File: config.mk
export PLATFORM = sky130hd
export DESIGN_NAME = output_uart_tx_flat
export DESIGN_NICKNAME = d
export VERILOG_FILES = /design/src/rtl/output_uart_tx_pkg.sv /design/src/rtl/output_uart_tx_if.sv /design/src/rtl/output_uart_tx_sync_fifo.sv /design/src/rtl/output_uart_tx.sv /design/src/flat_wrapper.sv
export SDC_FILE = /design/constraint.sdc
export NUM_CORES = 1
export LEC_CHECK = 0
export ABC_AREA = 0
export CORE_ASPECT_RATIO = 1.2
export CORE_MARGIN = 8
export CORE_UTILIZATION = 44
export DETAILED_ROUTE_END_ITERATION = 6
export PLACE_DENSITY = 0.67
export RECOVER_POWER = 50
export SLEW_MARGIN = 20
export SYNTH_ARGS = -nofsm -noshare
export SYNTH_HDL_FRONTEND = slang
export SYNTH_SLANG_ARGS = --single-unit
File: constraint.sdc
create_clock -name Clk -period 3 [get_ports Clk]
set_input_delay 0.3 -clock Clk [delete_from_list [all_inputs] [get_ports Clk]]
set_output_delay 0.3 -clock Clk [all_outputs]
set_load 0.02 [all_outputs]
File: src/rtl/output_uart_tx_pkg.sv
// Shared FSM encodings, bit-count width and parity helper for the output UART.
// The PARITY encoding exists only when OUT_UART_PARITY_EN is defined.
package output_uart_tx_pkg;

  localparam int BitCntW = 3;

  typedef enum logic [2:0] {
    ST_IDLE   = 3'd0,
    ST_START  = 3'd1,
    ST_DATA   = 3'd2,
`ifdef OUT_UART_PARITY_EN
    ST_PARITY = 3'd3,
`endif
    ST_STOP   = 3'd4
  } state_e;

  function automatic logic even_parity(input logic [7:0] b);
    return ^b;
  endfunction

endpackage

File: src/rtl/output_uart_tx_if.sv
// CPU-side output port bundle: write strobe and word in, serial line and status out.
// master = CPU/bench side, slave = UART side.
interface output_uart_tx_if #(
  parameter int DataWidth = 16
);
  logic                 Out_Ld;
  logic [DataWidth-1:0] Out_Data;
  logic                 Tx;
  logic                 Busy;
  logic                 Full;
  logic                 Overflow;

  modport master (output Out_Ld, Out_Data, input Tx, Busy, Full, Overflow);
  modport slave  (input Out_Ld, Out_Data, output Tx, Busy, Full, Overflow);
endinterface

File: src/rtl/output_uart_tx_sync_fifo.sv
// Show-ahead synchronous FIFO; write lands 1 cycle after Push, DOut is the head combinationally.
// Push while Full is dropped unless Pop in the same cycle frees the slot.
module sync_fifo #(
  parameter int DataWidth = 16,
  parameter int FifoDepth = 4
) (
  input  logic                 Clk,
  input  logic                 Reset,
  input  logic                 Push,
  input  logic                 Pop,
  input  logic [DataWidth-1:0] DIn,
  output logic [DataWidth-1:0] DOut,
  output logic                 Empty,
  output logic                 Full
);
  localparam int PtrW = (FifoDepth > 1) ? $clog2(FifoDepth) : 1;
  localparam int CntW = PtrW + 1;

  logic [DataWidth-1:0] mem_q [FifoDepth];
  logic [PtrW-1:0]      wr_ptr_q, wr_ptr_d, rd_ptr_q, rd_ptr_d;
  logic [CntW-1:0]      count_q, count_d;
  logic                 wr_en, rd_en;

  assign Empty = (count_q == '0);
  assign Full  = (count_q == CntW'(FifoDepth));
  assign DOut  = mem_q[rd_ptr_q];

  // A same-cycle pop makes room, so a push on a full FIFO still lands.
  assign wr_en = Push & (~Full | Pop);
  assign rd_en = Pop & ~Empty;

  always_comb begin
    wr_ptr_d = wr_ptr_q + PtrW'(wr_en);
    rd_ptr_d = rd_ptr_q + PtrW'(rd_en);
    count_d  = count_q + CntW'(wr_en) - CntW'(rd_en);
  end

  always_ff @(posedge Clk or negedge Reset) begin
    if (!Reset) begin
      wr_ptr_q <= '0;
      rd_ptr_q <= '0;
      count_q  <= '0;
    end else begin
      wr_ptr_q <= wr_ptr_d;
      rd_ptr_q <= rd_ptr_d;
      count_q  <= count_d;
    end
  end

  always_ff @(posedge Clk) begin
    if (wr_en) mem_q[wr_ptr_q] <= DIn;
  end
endmodule

File: src/rtl/output_uart_tx.sv
// Buffers CPU output words and sends each as two UART bytes (low first), 8N1 or 8E1 with OUT_UART_PARITY_EN.
// Tx falls one edge after a word is captured into an empty FIFO; writes to a full FIFO are dropped and flag Overflow.
module output_uart_tx
  import output_uart_tx_pkg::*;
#(
  parameter int DataWidth  = 16,
  parameter int FifoDepth  = 4,
  parameter int ClksPerBit = 868
) (
  input  logic              Clk,
  input  logic              Reset,
  output_uart_tx_if.slave   bus
);
  localparam int BaudW = (ClksPerBit > 1) ? $clog2(ClksPerBit) : 1;
  localparam logic [BaudW-1:0] BaudLast = BaudW'(ClksPerBit - 1);

  state_e               state_q, state_d;
  logic [BaudW-1:0]     baud_q, baud_d;
  logic [BitCntW-1:0]   bit_q, bit_d;
  logic [7:0]           shift_q, shift_d;
  logic [DataWidth-1:0] hold_q, hold_d;
  logic                 byte_sel_q, byte_sel_d;
  logic                 tx_q, tx_d;
  logic                 ovf_q, ovf_d;

  logic                 fifo_pop, fifo_empty, fifo_full;
  logic [DataWidth-1:0] fifo_dout;
  logic                 baud_tc;
  logic [7:0]           cur_byte;

  sync_fifo #(.DataWidth(DataWidth), .FifoDepth(FifoDepth)) u_fifo (
    .Clk   (Clk),
    .Reset (Reset),
    .Push  (bus.Out_Ld),
    .Pop   (fifo_pop),
    .DIn   (bus.Out_Data),
    .DOut  (fifo_dout),
    .Empty (fifo_empty),
    .Full  (fifo_full)
  );

  assign baud_tc  = (baud_q == BaudLast);
  assign cur_byte = byte_sel_q ? hold_q[15:8] : hold_q[7:0];

  always_comb begin
    state_d    = state_q;
    baud_d     = baud_q;
    bit_d      = bit_q;
    shift_d    = shift_q;
    hold_d     = hold_q;
    byte_sel_d = byte_sel_q;
    tx_d       = tx_q;
    fifo_pop   = 1'b0;
    ovf_d      = ovf_q | (bus.Out_Ld & fifo_full & ~fifo_pop);

    if (state_q != ST_IDLE) baud_d = baud_tc ? '0 : baud_q + BaudW'(1);

    case (state_q)
      ST_IDLE: begin
        baud_d = '0;
        if (!fifo_empty) begin
          fifo_pop   = 1'b1;
          hold_d     = fifo_dout;
          byte_sel_d = 1'b0;
          bit_d      = '0;
          tx_d       = 1'b0;
          state_d    = ST_START;
        end
      end
      ST_START: if (baud_tc) begin
        // Shift reg takes the selected byte as the start bit ends.
        shift_d = cur_byte;
        tx_d    = cur_byte[0];
        state_d = ST_DATA;
      end
      ST_DATA: if (baud_tc) begin
        shift_d = {shift_q[0], shift_q[7:1]};
        if (bit_q == BitCntW'(7)) begin
          bit_d = '0;
`ifdef OUT_UART_PARITY_EN
          tx_d    = even_parity(cur_byte);
          state_d = ST_PARITY;
`else
          tx_d    = 1'b1;
          state_d = ST_STOP;
`endif
        end else begin
          bit_d = bit_q + BitCntW'(1);
          tx_d  = shift_q[1];
        end
      end
`ifdef OUT_UART_PARITY_EN
      ST_PARITY: if (baud_tc) begin
        tx_d    = 1'b1;
        state_d = ST_STOP;
      end
`endif
      ST_STOP: if (baud_tc) begin
        if (!byte_sel_q) begin
          byte_sel_d = 1'b1;
          tx_d       = 1'b0;
          state_d    = ST_START;
        end else begin
          state_d = ST_IDLE;
        end
      end
      default: state_d = ST_IDLE;
    endcase

    // Recomputed with the final pop so a pop-freed slot is never flagged.
    ovf_d = ovf_q | (bus.Out_Ld & fifo_full & ~fifo_pop);
  end

  always_ff @(posedge Clk or negedge Reset) begin
    if (!Reset) begin
      state_q    <= ST_IDLE;
      baud_q     <= '0;
      bit_q      <= '0;
      shift_q    <= '0;
      hold_q     <= '0;
      byte_sel_q <= 1'b0;
      tx_q       <= 1'b1;
      ovf_q      <= 1'b0;
    end else begin
      state_q    <= state_d;
      baud_q     <= baud_d;
      bit_q      <= bit_d;
      shift_q    <= shift_d;
      hold_q     <= hold_d;
      byte_sel_q <= byte_sel_d;
      tx_q       <= tx_d;
      ovf_q      <= ovf_d;
    end
  end

  assign bus.Tx       = tx_q;
  assign bus.Busy     = (state_q != ST_IDLE) | ~fifo_empty;
  assign bus.Full     = fifo_full;
  assign bus.Overflow = ovf_q;
endmodule
File: src/flat_wrapper.sv
// flat-port wrapper written by rule: the top's interface ports become plain ports
module output_uart_tx_flat import output_uart_tx_pkg::*;
#(
  parameter int DataWidth  = 16,
  parameter int FifoDepth  = 4,
  parameter int ClksPerBit = 868
)
  (Clk, Reset, bus_Out_Ld, bus_Out_Data, bus_Tx, bus_Busy, bus_Full, bus_Overflow);
  output_uart_tx_if #(.DataWidth(DataWidth)) bus_i ();
  input  logic Clk;
  input  logic Reset;
  input wire logic [$bits(bus_i.Out_Ld)-1:0] bus_Out_Ld;
  input wire logic [$bits(bus_i.Out_Data)-1:0] bus_Out_Data;
  output wire logic [$bits(bus_i.Tx)-1:0] bus_Tx;
  output wire logic [$bits(bus_i.Busy)-1:0] bus_Busy;
  output wire logic [$bits(bus_i.Full)-1:0] bus_Full;
  output wire logic [$bits(bus_i.Overflow)-1:0] bus_Overflow;
  assign bus_i.Out_Ld = bus_Out_Ld;
  assign bus_i.Out_Data = bus_Out_Data;
  assign bus_Tx = bus_i.Tx;
  assign bus_Busy = bus_i.Busy;
  assign bus_Full = bus_i.Full;
  assign bus_Overflow = bus_i.Overflow;
  output_uart_tx #(.DataWidth(DataWidth), .FifoDepth(FifoDepth), .ClksPerBit(ClksPerBit)) u_core (.Clk(Clk), .Reset(Reset), .bus(bus_i));
endmodule
==> impl_metrics.toml <==
[worst_setup_path]
cp_num_cells = 10
cp_num_buf_inv = 2
worstRegToRegCells = 10
critPathTopFamily = "adder cells"
cp-startpoint = "u_core.state_q[1]"
timing.rr.end = "u_core.u_fifo.count_q[2]"
cp_slowest_stage_delay_ns = 0.47
end_kind = "flip-flop"
worstPathArrival_ns = 2.82
r2r_setup_slack_ns = 0.50
crit_path_start_kind = "flip-flop"
reg2reg_from = "u_core.state_q[1]"
cp_slowest_cell = "dfrtp_1"
critical_path.endpoint = "u_core.u_fifo.count_q[2]"
critical_path_required_ns = 3.32
path_cells = "or3_1 > nand2_1 > nand2_1 > ha_1 > inv_1 > ha_1 > inv_1 > fa_1 > xnor2_1 > xnor2_1"
crit_type = "reg2reg"
cp_max_fo = 12

[synthesis]
synth_seq_cells = 114
ys_types = 45
synth-main-ff-cell = "edfxtp_1"
synth_edf_count = 64
async_reset_ff_share_pct = 43.9
seq_area_frac_synth_pct = 66.5
synth_most_common_cell = "nand2_1"
synth_top_cells_by_area = "edfxtp_1 40%, dfrtp_1 26%, mux4_2 7.5%"
synth_top_cell_by_area = "edfxtp_1"
synth_top_area_share_pct = 40.3
syn_area_per_cell_sq_um = 14.3
syn_nets = 360
synth.cell_area_sq_mm = 0.00477
synth_common_cells = "65 x nand2_1, 64 x edfxtp_1, 49 x dfrtp_1"
netlist_instances = 333
ys_warn_count = 0

[global_routing]
grt_pass1_wl_um = 13800
grt_usage_pct = 12.1
antenna_found_initial = 0
grt_max_degree = 51
grt_remaining_overflow = 0
grt_pass1_vias = 2897

[cells_and_area]
final_core_util_pct = 53.9
multi_input_area_sq_mm = 0.00149
area_growth_pct = 19.4
drive_above_1_share_pct = 16.3
stdcell_area_sq_mm = 0.00570
nets = 395
register_area_sq_mm = 0.00317
antenna_cells = 0
fill_cells = 886

[clocking]
cts_tree = "built"
cts_root_buf = "clkbuf_16"
clockBufferDepth = 2
cts_setup_buffers = 0
clk_pin_slew_ns = 0.05
ctsHtreeMaxLevel = 4
numCtsBuffers = 17
cts_sinks = 114
clkLatencyLatePin_ns = 0.40

[power]
power.leakage_nw = 2.24
net-switching-power_mw = 1.47
intPower_mw = 3.82
ir_drop_mv = 0.520
p_comb_share_pct = 20.0
p_clk_share_pct = 35.7
seqPwrFrac_pct = 44.2
switching_share_pct = 27.8
p_per_area_mw_per_mm2 = 928

[outcome]
status = "finished clean"

[placed_design]
pre_cts_ws_ns = 0.491
dp_hpwl_um = 5210
place_area_sq_mm = 0.00514
port_buffers = 22
gp_congestion = 0.741

[timing]
fin_ws_ns = 0.504
skew_ns = 0.00582
hold_viol = 0
fmax_mhz = 401
maxSlewHeadroom_pct = 18.2
finalCritPeriodShare_pct = 83.2
rsz0062_at_grt = "false"
final.setup.tns_ns = 0
period_needed_ns = 2.50
setup_viol = 0
tightest_slew_ns = 1.23
maxSlewViolCount = 0

[flow_run]
max-cap-violations = 0

[floorplan]
die_y_um = 130
io_pins = 23
start_util_pct = 45.2
rows = 41
core_sq_mm = 0.0106
die_width_um = 111
die-area_sq_mm = 0.0145

[worst_hold_path]
min_path_type = "reg2reg"

[detailed_routing]
avgViaCountPerCell = 5.29
wl_per_cell_um = 15.7
wl_met3_um = 260
drtPass1Iterations = 4
drtIter0Drc = 115
drc = 0
wl_um = 7990
ant_nets = 0
m1WireLength_um = 3490
dr.max_layer_used = "met4"
wl_met2_um = 4070
vias = 2695
per-stage QoR:
stage / cells / hold slack [ns] / power (mW)
after global placement: 477 / 0.457 / 3.42
after CTS: 508 / 0.142 / 5.38
after floorplan: 333 / 0.00441 / 3.11
final: 509 / 0.473 / 5.29
after detailed placement: 477 / 0.463 / 3.46
after global routing: 509 / 0.488 / 5.59
cells in the final DEF (no fill, tap or decap), types with 4 or more instances in the layout:
master,instances
mux2i_1,8
nand2_1,65
xor2_1,8
dlygate4sd3_1,17
edfxtp_1,64
mux2_1,8
o21ai_0,13
ha_1,7
inv_1,5
clkinvlp_4,7
nor2_1,14
or3_1,4
nand3_1,7
clkbuf_16,17
mux4_2,16
dfrtp_1,49
buf_4,8
clkdlybuf4s50_1,5
a21oi_1,5
xnor2_1,5
and3_1,4
cell families (layout without fill, tap and decap cells):
group / count (synthesis) / in the layout / share of synthesized area (%)
adder cells (fa/ha/maj): 8 / 8 / 2.25
AO/OA/AOI/OAI: 27 / 27 / 3.38
buffers and inverters: 21 / 68 / 2.31
AND/OR/NAND/NOR: 118 / 118 / 12.1
flip-flops: 114 / 114 / 66.5
XOR/XNOR: 13 / 13 / 2.39
multiplexers: 32 / 32 / 11.1
power groups by stage:
stage	Clock, mW	Combinational (mW)	Sequential [mW]
final	1.89	1.06	2.34
after global routing	2.01	1.19	2.40
after CTS	1.94	1.09	2.36
after detailed placement	0	1.08	2.38
after global placement	0	1.06	2.36
after floorplan	0	0.864	2.25
flip-flops by register name, summed over array words and instances (netlist names):
name,cells
u_core.u_fifo.mem_q,64
u_core.hold_q,16
u_core.baud_q,10
u_core.shift_q,8
u_core.bit_q,3
u_core.state_q,3
u_core.u_fifo.count_q,3
u_core.u_fifo.rd_ptr_q,2
u_core.u_fifo.wr_ptr_q,2
u_core.bus.Overflow,1
u_core.bus.Tx,1
u_core.byte_sel_q,1
worst register-to-register path, cell delays in order, from the launching register on:
cell and delay (ns):
dfrtp_1 0.47, or3_1 0.46, nand2_1 0.08, nand2_1 0.15, ha_1 0.32, inv_1 0.06
ha_1 0.13, inv_1 0.04, fa_1 0.37, xnor2_1 0.19, xnor2_1 0.14
repair_timing:
| action | 4_1_cts | 5_1_grt |
|---|---|---|
| hold buffers | 0 | 1 |
| hold endpoints to repair | 0 | 49 |
| resized for setup | 0 | 0 |
| setup endpoints to repair | 0 | 0 |
final cells by class:
cell class | count | share of cell area, %
Tap cell | 129 | 2.83
Timing Repair Buffer | 31 | 5.00
Inverter | 6 | 0.395
Clock buffer | 17 | 7.46
Multi-Input combinational cell | 198 | 26.1
Clock inverter | 14 | 2.50
Sequential cell | 114 | 55.7
worst min path at each step:
stage	slack (ns)	start	cells after the start	to
after CTS	0.14	Reset	1	u_core.baud_q[5]
final	0.47	u_core.hold_q[9]	2	u_core.hold_q[9]
after global placement	0.46	u_core.hold_q[7]	2	u_core.hold_q[7]
after detailed placement	0.46	u_core.hold_q[6]	2	u_core.hold_q[6]
after floorplan	0.004	Reset	0	u_core.baud_q[0]
after global routing	0.49	u_core.hold_q[0]	2	u_core.hold_q[0]
routing by layer:
layer	track usage (%)	vias to the layer above
met3	3.26	16
met5	0	-
met4	7.31	0
met2	20.2	48
met1	13.7	1351
li1	-	1280
Note: power is estimated with default switching activity, not from simulation.
